==> src/rtl/mem_arbiter.sv <==
// mem_arbiter: shares one single-port unified memory between instruction
// fetch and the load/store path. Load/store normally wins; each transaction
// is held on the memory port until mem_ack, then the owner's rdata is
// registered and its rvalid pulses for one cycle.
//
// Optional feature macro: ARB_ANTI_STARVE_EN (anti-starvation for fetch).
//
// Ports:
//   clk, rst            clock, asynchronous active-low reset
//   flush               discards fetch traffic (pending grant and in-flight data)
//   if_req/if_addr      fetch read request      -> if_gnt, if_rvalid, if_rdata
//   ls_req/ls_we/ls_be/ls_addr/ls_wdata
//                       load/store request      -> ls_gnt, ls_rvalid, ls_rdata
//   mem_req/mem_we/mem_be/mem_addr/mem_wdata   registered memory command
//   mem_ack/mem_rdata   memory completion and read data
//   stall               ls_req & ~ls_rvalid, toward hazard detection
module mem_arbiter #(
    parameter int unsigned ADDR_W     = 32,
    parameter int unsigned DATA_W     = 32,
    parameter int unsigned STARVE_MAX = 4
) (
    input  logic              clk,
    input  logic              rst,
    input  logic              flush,
    input  logic              if_req,
    input  logic [ADDR_W-1:0] if_addr,
    output logic              if_gnt,
    output logic              if_rvalid,
    output logic [DATA_W-1:0] if_rdata,
    input  logic              ls_req,
    input  logic              ls_we,
    input  logic [3:0]        ls_be,
    input  logic [ADDR_W-1:0] ls_addr,
    input  logic [DATA_W-1:0] ls_wdata,
    output logic              ls_gnt,
    output logic              ls_rvalid,
    output logic [DATA_W-1:0] ls_rdata,
    output logic              mem_req,
    output logic              mem_we,
    output logic [3:0]        mem_be,
    output logic [ADDR_W-1:0] mem_addr,
    output logic [DATA_W-1:0] mem_wdata,
    input  logic              mem_ack,
    input  logic [DATA_W-1:0] mem_rdata,
    output logic              stall
);

    localparam int unsigned CNT_W = 3;

    typedef enum logic [1:0] {
        IDLE    = 2'd0,
        BUSY_IF = 2'd1,
        BUSY_LS = 2'd2
    } state_e;

    state_e            state_q, state_d;
    logic              mem_req_q, mem_req_d;
    logic              mem_we_q, mem_we_d;
    logic [3:0]        mem_be_q, mem_be_d;
    logic [ADDR_W-1:0] mem_addr_q, mem_addr_d;
    logic [DATA_W-1:0] mem_wdata_q, mem_wdata_d;
    logic              if_rvalid_q, if_rvalid_d;
    logic              ls_rvalid_q, ls_rvalid_d;
    logic [DATA_W-1:0] if_rdata_q, if_rdata_d;
    logic [DATA_W-1:0] ls_rdata_q, ls_rdata_d;
    logic              drop_q, drop_d;
    logic              if_ok_c;
    logic              force_if_c;

`ifdef ARB_ANTI_STARVE_EN
    logic [CNT_W-1:0]  starve_q, starve_d;

    // Fetch is forced through once the LS path has won STARVE_MAX times in a row.
    assign force_if_c = if_ok_c && (starve_q == CNT_W'(STARVE_MAX));
`else
    logic              unused_starve;

    assign unused_starve = (STARVE_MAX != 0) && (CNT_W != 0);
    assign force_if_c    = 1'b0;
`endif

    assign if_ok_c = if_req && !flush;

    // Grant, command latch and completion handling.
    always_comb begin
        state_d     = state_q;
        mem_req_d   = mem_req_q;
        mem_we_d    = mem_we_q;
        mem_be_d    = mem_be_q;
        mem_addr_d  = mem_addr_q;
        mem_wdata_d = mem_wdata_q;
        if_rdata_d  = if_rdata_q;
        ls_rdata_d  = ls_rdata_q;
        drop_d      = drop_q;
        if_rvalid_d = 1'b0;
        ls_rvalid_d = 1'b0;
        if_gnt      = 1'b0;
        ls_gnt      = 1'b0;

        unique case (state_q)
            IDLE: begin
                drop_d = 1'b0;
                // Grants are combinational, so gate them with the reset pin itself.
                if (rst) begin
                    if (force_if_c) begin
                        if_gnt = 1'b1;
                    end else if (ls_req) begin
                        ls_gnt = 1'b1;
                    end else if (if_ok_c) begin
                        if_gnt = 1'b1;
                    end
                end
                if (ls_gnt) begin
                    state_d     = BUSY_LS;
                    mem_req_d   = 1'b1;
                    mem_we_d    = ls_we;
                    mem_be_d    = ls_be;
                    mem_addr_d  = ls_addr;
                    mem_wdata_d = ls_wdata;
                end else if (if_gnt) begin
                    state_d     = BUSY_IF;
                    mem_req_d   = 1'b1;
                    mem_we_d    = 1'b0;
                    mem_be_d    = 4'hF;
                    mem_addr_d  = if_addr;
                    mem_wdata_d = '0;
                end
            end
            BUSY_IF: begin
                if (flush) begin
                    drop_d = 1'b1;
                end
                if (mem_ack) begin
                    state_d   = IDLE;
                    mem_req_d = 1'b0;
                    drop_d    = 1'b0;
                    // A flush on the ack cycle itself also discards the data.
                    if (!(drop_q || flush)) begin
                        if_rdata_d  = mem_rdata;
                        if_rvalid_d = 1'b1;
                    end
                end
            end
            BUSY_LS: begin
                if (mem_ack) begin
                    state_d     = IDLE;
                    mem_req_d   = 1'b0;
                    ls_rdata_d  = mem_rdata;
                    ls_rvalid_d = 1'b1;
                end
            end
            default: begin
                state_d   = IDLE;
                mem_req_d = 1'b0;
            end
        endcase
    end

`ifdef ARB_ANTI_STARVE_EN
    // Saturating count of LS wins taken while fetch was waiting.
    always_comb begin
        starve_d = starve_q;
        if (if_gnt) begin
            starve_d = '0;
        end else if (ls_gnt && if_ok_c && (starve_q != {CNT_W{1'b1}})) begin
            starve_d = starve_q + CNT_W'(1);
        end
    end

    always_ff @(posedge clk or negedge rst) begin
        if (!rst) begin
            starve_q <= '0;
        end else begin
            starve_q <= starve_d;
        end
    end
`endif

    // State and command registers.
    always_ff @(posedge clk or negedge rst) begin
        if (!rst) begin
            state_q     <= IDLE;
            mem_req_q   <= 1'b0;
            mem_we_q    <= 1'b0;
            mem_be_q    <= '0;
            mem_addr_q  <= '0;
            mem_wdata_q <= '0;
            if_rvalid_q <= 1'b0;
            ls_rvalid_q <= 1'b0;
            if_rdata_q  <= '0;
            ls_rdata_q  <= '0;
            drop_q      <= 1'b0;
        end else begin
            state_q     <= state_d;
            mem_req_q   <= mem_req_d;
            mem_we_q    <= mem_we_d;
            mem_be_q    <= mem_be_d;
            mem_addr_q  <= mem_addr_d;
            mem_wdata_q <= mem_wdata_d;
            if_rvalid_q <= if_rvalid_d;
            ls_rvalid_q <= ls_rvalid_d;
            if_rdata_q  <= if_rdata_d;
            ls_rdata_q  <= ls_rdata_d;
            drop_q      <= drop_d;
        end
    end

    assign mem_req   = mem_req_q;
    assign mem_we    = mem_we_q;
    assign mem_be    = mem_be_q;
    assign mem_addr  = mem_addr_q;
    assign mem_wdata = mem_wdata_q;
    assign if_rvalid = if_rvalid_q;
    assign ls_rvalid = ls_rvalid_q;
    assign if_rdata  = if_rdata_q;
    assign ls_rdata  = ls_rdata_q;
    assign stall     = ls_req && !ls_rvalid_q;

endmodule
==> config.mk <==
export PLATFORM = sky130hd
export DESIGN_NAME = mem_arbiter
export DESIGN_NICKNAME = d
export VERILOG_FILES = /design/src/rtl/mem_arbiter.sv
export SDC_FILE = /design/constraint.sdc
export NUM_CORES = 1
export LEC_CHECK = 0
export ABC_AREA = 0
export ABC_CLOCK_PERIOD_IN_PS = 2300
export CAP_MARGIN = 5
export CORE_ASPECT_RATIO = 1.1
export CORE_MARGIN = 1
export CORE_UTILIZATION = 40
export CTS_BUF_LIST = sky130_fd_sc_hd__clkbuf_16
export DETAILED_ROUTE_END_ITERATION = 10
export HOLD_SLACK_MARGIN = 0.05
export PLACE_DENSITY = 0.8
export RECOVER_POWER = 25
export SKIP_CTS_REPAIR_TIMING = 1
export SYNTH_ARGS = -nofsm -noshare
export SYNTH_HDL_FRONTEND = slang
export SYNTH_SLANG_ARGS = --single-unit
export TNS_END_PERCENT = 1
==> constraint.sdc <==
create_clock -name clk -period 2.3 [get_ports clk]
set_input_delay 0.46 -clock clk [delete_from_list [all_inputs] [get_ports clk]]
set_output_delay 0.46 -clock clk [all_outputs]
set_load 0.1 [all_outputs]
Word-level counts from Yosys, hierarchy flattened

Index checks and enable logic that the tools add are counted.

Register bits after elaboration: 139
Input port bits: 139
Output and inout bits: 139
Logic and storage cells: 64

Equality and inequality tests: 5
Muxes and demuxes: 33
Bitwise logic cells: 1
Reduce and logical (&&, ||, !) cells: 14

Operators by type and width:

| operator                                                         | number |
|---|---|
| 32-bit two-way mux                                               | 4 |
| 1-bit two-way mux                                                | 21 |
| 4-bit two-way mux                                                | 2 |
| 2-bit AND reduction                                              | 4 |
| 2-bit two-way mux                                                | 3 |
| 3-bit != test (second input constant)                            | 2 |
| 1-bit one-hot mux with 2 select lines                            | 2 |
| 2-bit one-hot mux with 2 select lines                            | 1 |
| 2-bit nonzero test                                               | 2 |
| 3-bit AND reduction                                              | 1 |
| 2-bit by 1-bit == test with 1-bit output (second input constant) | 1 |
| 2-bit == test (second input constant)                            | 1 |
| 1-bit logical AND                                                | 2 |
| 1-bit zero test                                                  | 2 |
| 2-bit zero test                                                  | 1 |
| 2-bit by 1-bit != test with 1-bit output (second input constant) | 1 |
| 2-bit OR reduction                                               | 1 |
| 1-bit logical OR                                                 | 1 |
| 1-bit inverter                                                   | 1 |

Logic depth before layout (Yosys ltp)

Gate-level depths: netlist of run 1.

Depth after elaboration: 9
Depth in mapped cells: 6
Gate-level depth less buffers: 5

Worst setup path before layout of run 1

No wires, ideal clock.

Path kind: flip-flop to output port
Start point: register state_q[0]
End point: output port if_gnt
Arrival time: 2.909 ns
Required time: 1.840 ns
Slack: -1.069 ns
Cell stages (with the launch flop): 5
Buffers on the path: 0
Cell sequence: dfrtp_1 -> inv_1 -> ha_1 -> nand2_1 -> nor3_1

Cells in the longest elaborated chain, start to end: 2

RTL lines:

| what                     | line | source |
|---|---|---|
| start: declaration       | 56   | `state_e state_q, state_d;` |
| start signal: assignment | 194  | `state_q <= state_d;` |
| 2-bit zero test          | 100  | `unique case (state_q)` |
| 1-bit two-way mux        | 100  |  |
| end: declaration         | 27   | `output logic if_gnt,` |

Every way passes these cells.

Worst setup path in the final report of run 1

Same ends and word-level chain as after synthesis.

==> results of run 1 <==
-- through the flow --
stage / TNS [ns] / hold WS, ns
after CTS: -0.0421 / 0.107
after floorplan: -0.204 / 0.164
after global placement: 0 / 0.477
final: 0 / 0.372
after detailed placement: 0 / 0.486
after global routing: 0 / 0.418
-- final timing paths --
| check | end | cells past startpoint |
|---|---|---|
| min | mem_addr[14]$_DFFE_PN0P_ | 2 |
| min in group clk | mem_wdata[29]$_DFFE_PN0P_ | 1 |
| min reg2reg | mem_wdata[29]$_DFFE_PN0P_ | 1 |
| max reg2reg | mem_addr[24]$_DFFE_PN0P_ | 6 |
| max in group asynchronous | mem_wdata[19]$_DFFE_PN0P_ | 2 |
| max | if_gnt | 5 |
-- synthesized netlist by cell type --
cell      count  share of area (%)
inv_1         6               0.40
o21ai_0       1              0.089
nand3_1       1              0.089
a211oi_1      1               0.13
nand3b_1      1               0.13
a21o_1        1               0.13
nand2b_1      2               0.22
clkinv_1      1              0.067
o31ai_1       1               0.13
nor3_1        1              0.089
dfrtp_1     139                 62
nand2_2       1               0.11
o22a_1        5               0.78
nor2_1        2               0.13
a22o_1       33                5.2
ha_1          3               0.67
and3_1        1               0.11
nor2b_1       3               0.34
a21oi_4       1               0.29
mux2_2      128                 26
o32ai_1       1               0.16
buf_1         1              0.067
buf_2        12                1.1
buf_6         6                1.2
nand2_1       3               0.20
a21oi_1       1              0.089
o22ai_1       1               0.11
-- per-layer routing --
layer  vias to the layer above  part of all wire (%)
met2                       189                    53
met5                         -                     0
met4                         0                   3.0
met1                      2018                    36
met3                        35                   8.0
li1                       1883                     -
-- worst register-to-register path, cell delays in order (launching register included) --
cell     delay, ns
dfrtp_1       0.40
inv_1         0.09
ha_2          0.25
nand2_2       0.12
a21oi_4       0.16
buf_4         0.23
mux2_2        0.37
-- area by class of cell --
class | count | area, µm²
repair buffers | 291 | 2580
clock inverters | 15 | 253
fillers | 1015 | 4460
flip-flops and latches | 139 | 3480
clock buffers | 17 | 425
well taps | 184 | 230
multi-input cells | 192 | 1970
inverters | 7 | 26.3
-- logic make-up after synthesis --
logic type / after synthesis / share of synthesized area [%]
AO/OA/AOI/OAI: 46 / 7.09
adder cells (fa/ha/maj): 3 / 0.671
AND/OR/NAND/NOR: 15 / 1.43
multiplexers: 128 / 25.8
flip-flops: 139 / 62.2
buffers and inverters: 26 / 2.82
-- sequential cells by signal, indices dropped and copies added, names as in the netlist --
name	count
mem_wdata	32
mem_be	4
if_rdata	32
ls_rdata	32
drop_q	1
mem_addr	32
ls_rvalid	1
mem_req	1
mem_we	1
if_rvalid	1
state_q	2
==> impl_results.md, run 1 <==
* Run status: finished with violations
* Failing checks: max-capacitance violations, max-slew violations
* Sequential cell area fraction in the yosys report at 62.2%
* Clk sinks at 139
* Final net count at 790
* GRT overflow at 0
* Die height at 126 µm
* Yosys warnings at 0
* Internal reg-to-reg setup slack at 0.55 ns
* Initial DRC Count at 120
* Number of synthesized register bits at 139
* Most common cell after layout, fill and taps aside: buf_4
* Clk Tree Root Cell: clkbuf_16
* Setup ws final at 0.122 ns
* Area growth, synth to finish at 60.4%
* Synth unique cells at 27
* CP Capture Type: output pin
* Antenna Cells at 0
* Critical setup path kind: flop to output pin
* First-pass GRT wire length at 22.5 mm
* Crit start category: flop
* Cell Chain, Critical Path: inv_1 -> ha_2 -> nand2_2 -> nor3_4 -> buf_12
* Slowest-stage cell, CP: dfrtp_1
* Post-Syn Area at 5590 µm²
* Routability congestion estimate at 0.722
* DP Worst Slack at 0.178 ns
* Period minus WS final at 2.18 ns
* Number of top-level pins at 278
* Met2 Use GR at 37.1%
* Initial antenna violation count at 0
* Chip Width at 115 µm
* Max Cap Violations at 1
* Non-Filler Cell Area, Final at 8970 µm²
* Die Area at 14500 µm²
* Port buffer count at 277
* DP HPWL at 10.9 mm
* Buffers & Inverters on Critical Path at 2
* Post-Place Cell Area at 8290 µm²
* GRT met3 Usage at 6.30%
* Non-Filler Instances at 845
* Rows at 44
* CTS Buf Count at 17
* Reg-to-Reg Start: state_q[0]$_DFFE_PN0P_
* Vias per cell at 4.88
* Starting Density at 41.6%
* Fin util at 66.8%
* Setup crit start: state_q[0]$_DFFE_PN0P_
* Most used routing layer: met2
* Final setup viols at 0
* Period utilization at 94.7%
* Slew @ Worst Pin at 1.61 ns
* Clock latency at the later pin of the worst-skew pair at 0.41 ns
* Routed WL at 14.6 mm
* Average routed wire per standard cell at 17.3 µm
* All-Layer GR Usage at 20.7%
* Syn Area/Cell at 15.7 µm²
* Pins over their slew limit at 74
* ANT nets after route at 0
* TritonRoute pass-1 iters at 5
* F_max at 0.459 GHz
* Max stage delay on crit path at 0.40 ns
* Slew headroom at -7.11%
* CTS tree: done
* Top Family by Delay on Critical Path: flip-flops
* Synthesized Nets at 499
* Met1 GRT Util at 21.3%
* Max clock buf depth at 2
* Critical Path Fanout Max at 7
* Clock-pin slew on the worst setup and hold paths at 0.05 ns
* Share of layout cells above drive strength 1 at 47.8%
* Post-synthesis cell count at 357
* Clock Skews at 0.00596 ns
* Number of global-route vias before repair at 4438
* Hold Crit Class: input port to async pin
* CORE AREA at 13400 µm²
* Total vias in the final route at 4125
* Critical path data required time at 1.84 ns
* Worst EP arrival at 1.72 ns
* RSZ-0062 raised after global routing: false
* DRC errors left at 0
* Placed Cells at 813
* Largest net degree at the start of global routing at 74
* Final count of hold timing violations at 0
* Most frequent cells in the layout: buf_4 (146), dfrtp_1 (139), clkdlybuf4s50_1 (137)
* H-tree Lvls at 4
Power of run 1 is not shown: default switching activity piles up to over one toggle a cycle in this logic, so the estimate is an artifact.
==> run 2, diff against run 1 <==
--- a/config.mk
+++ b/config.mk
@@ -6,15 +6,15 @@
 export NUM_CORES = 1
 export LEC_CHECK = 0
 export ABC_AREA = 0
-export ABC_CLOCK_PERIOD_IN_PS = 2300
+export ABC_CLOCK_PERIOD_IN_PS = 1900
 export CAP_MARGIN = 5
 export CORE_ASPECT_RATIO = 1.1
 export CORE_MARGIN = 1
-export CORE_UTILIZATION = 40
+export CORE_UTILIZATION = 36
 export CTS_BUF_LIST = sky130_fd_sc_hd__clkbuf_16
 export DETAILED_ROUTE_END_ITERATION = 10
 export HOLD_SLACK_MARGIN = 0.05
-export PLACE_DENSITY = 0.8
+export PLACE_DENSITY = 0.76
 export RECOVER_POWER = 25
 export SKIP_CTS_REPAIR_TIMING = 1
 export SYNTH_ARGS = -nofsm -noshare
==> constraint.sdc (replaced) <==
create_clock -name clk -period 1.9 [get_ports clk]
set_input_delay 0.38 -clock clk [delete_from_list [all_inputs] [get_ports clk]]
set_output_delay 0.38 -clock clk [all_outputs]
set_load 0.1 [all_outputs]
==> run 2 against run 1 <==
Compared with the run above:
- clock-buffer cell count unchanged
- sequential share of layout area down 1.0 points
- hold slack got worse by 0.34 ns
- clock skew barely moved
- critical path depth unchanged
- the run still ends with max-capacitance violations, max-slew violations left
- critical endpoint unchanged
==> impl_results.md, run 2 (synthesis gave the netlist of run 1 again) <==
* F_max at 0.539 GHz
* Setup crit start: state_q[0]$_DFFE_PN0P_
* Period utilization at 97.6%
* Number of top-level pins at 278 (unchanged)
* Share of layout cells above drive strength 1 at 49.0% (+1.1 points)
* Clock-pin slew on the worst setup and hold paths at 0.05 ns (about the same)
* Total vias in the final route at 4183 (+1.4%)
* Pins over their slew limit at 70 (-5.4%)
* Setup ws final at 0.0454 ns (-0.0770 ns)
* Initial antenna violation count at 0 (unchanged)
* Antenna Cells at 0 (unchanged)
* Max stage delay on crit path at 0.39 ns (about the same)
* Rows at 47 (+6.8%)
* Clk sinks at 139 (unchanged)
* Largest net degree at the start of global routing at 70 (-5.4%)
* TritonRoute pass-1 iters at 4 (-1)
* Slowest-stage cell, CP: dfrtp_1
* Die height at 133 µm (+5.3%)
* Number of global-route vias before repair at 4594 (+3.5%)
* Critical setup path kind: flop to output pin
* Most common cell after layout, fill and taps aside: buf_4
* Reg-to-Reg Start: state_q[1]$_DFFE_PN0P_
* CP Capture Type: output pin
* Buffers & Inverters on Critical Path at 2 (unchanged)
* Area growth, synth to finish at 64.6%
* Final net count at 799 (+1.1%)
* Run status: finished with violations
* Clk Tree Root Cell: clkbuf_16
* Initial DRC Count at 105 (-13%)
* CORE AREA at 15100 µm² (+13%)
* CTS Buf Count at 17 (unchanged)
* Critical Path Fanout Max at 3 (-4)
* Max Cap Violations at 1 (unchanged)
* H-tree Lvls at 4 (unchanged)
* Clock latency at the later pin of the worst-skew pair at 0.41 ns (about the same)
* Routability congestion estimate at 0.780 (+8.0%)
* GRT overflow at 0 (unchanged)
* Slew @ Worst Pin at 1.52 ns (-0.0872 ns)
* CTS tree: done
* Slew headroom at -1.30% (+5.8 points)
* Max clock buf depth at 2 (unchanged)
* Routed WL at 15.1 mm (+3.1%)
* DP Worst Slack at -0.110 ns (-0.288 ns)
* Vias per cell at 4.83 (-1.1%)
* Post-Place Cell Area at 8540 µm² (+3.0%)
* Port buffer count at 277 (unchanged)
* ANT nets after route at 0 (unchanged)
* RSZ-0062 raised after global routing: true
* Die Area at 16000 µm² (+11%)
* Non-Filler Cell Area, Final at 9210 µm² (+2.7%)
* DP HPWL at 11.5 mm (+5.3%)
* Worst EP arrival at 1.47 ns (-0.25 ns)
* Most frequent cells in the layout: buf_4 (140), dfrtp_1 (139), clkdlybuf4s50_1 (134)
* All-Layer GR Usage at 19.3% (-1.4 points)
* DRC errors left at 0 (unchanged)
* Period minus WS final at 1.85 ns
* FF/Latch Area at 3480 µm² (unchanged)
* Cell Chain, Critical Path: inv_2 -> ha_4 -> nand2_4 -> nor3_4 -> buf_12
* Filler cells at 1124 (+11%)
* Crit start category: flop
* Average routed wire per standard cell at 17.4 µm (+0.65%)
* Chip Width at 121 µm (+5.3%)
* Hold Crit Class: input port to async pin
* Final setup viols at 0 (unchanged)
* Clock Skews at 0.00608 ns (+0.000126 ns)
* Top Family by Delay on Critical Path: flip-flops
* Failing checks: max-capacitance violations, max-slew violations
* Area of the multi-input gates at 2010 µm² (+1.6%)
* Final count of hold timing violations at 0 (unchanged)
* First-pass GRT wire length at 23.6 mm (+4.9%)
* Starting Density at 37.0% (-4.6 points)
* Critical path data required time at 1.52 ns (-0.32 ns)
## run 2: cell types whose count changed in the layout (fill, tap and decap cells not counted), sizes merged, moves of 2 or more
| cell | delta |
|---|---|
| clkinvlp | +2 |
| clkdlybuf4s50 | -3 |
| dlymetal6s2s | +3 |
| buf | +9 |
| bufinv | -3 |
## run 2: final timing paths
kind	slack [ns]	cells past startpoint	to
worst max-delay path	0.05	5	if_gnt
worst min-delay path	0.03	2	mem_addr[1]$_DFFE_PN0P_
worst max register to register	0.28	5	if_rdata[12]$_DFFE_PN0P_
worst min register to register	0.49	1	mem_be[1]$_DFFE_PN0P_
max in group asynchronous	0.49	2	mem_wdata[16]$_DFFE_PN0P_
min in group clk	0.38	3	state_q[0]$_DFFE_PN0P_
## run 2: routing by layer
layer	GRT usage, %	share of wire (%)	wire length (µm)
met5	0	0	0
met4	9.19	2.9	440
met3	5.00	6.6	995
met2	34.5	53	8030
met1	21.0	37	5650
## run 2: final cells by class
cell class                      instances  area share, %
Clock buffer                           17           4.62
Clock inverter                         15           1.96
Inverter                                7          0.313
Multi-Input combinational cell        192           21.8
Sequential cell                       139           37.8
Tap cell                              196           2.66
Timing Repair Buffer                  300           30.9
## run 2: metrics by stage
stage | util, % | instances | hold WS [ns] | TNS, ns
finish | 60.9 | 866 | 0.0319 | 0
global route | 60.9 | 866 | 0.0523 | -0.0155
CTS | 60.5 | 863 | -0.268 | -0.470
detailed placement | 56.5 | 831 | 0.177 | -6.32
global placement | 56.5 | 831 | 0.177 | -6.36
floorplan | - | 357 | 0.0844 | -0.135
Power of run 2 is left out for the same reason.
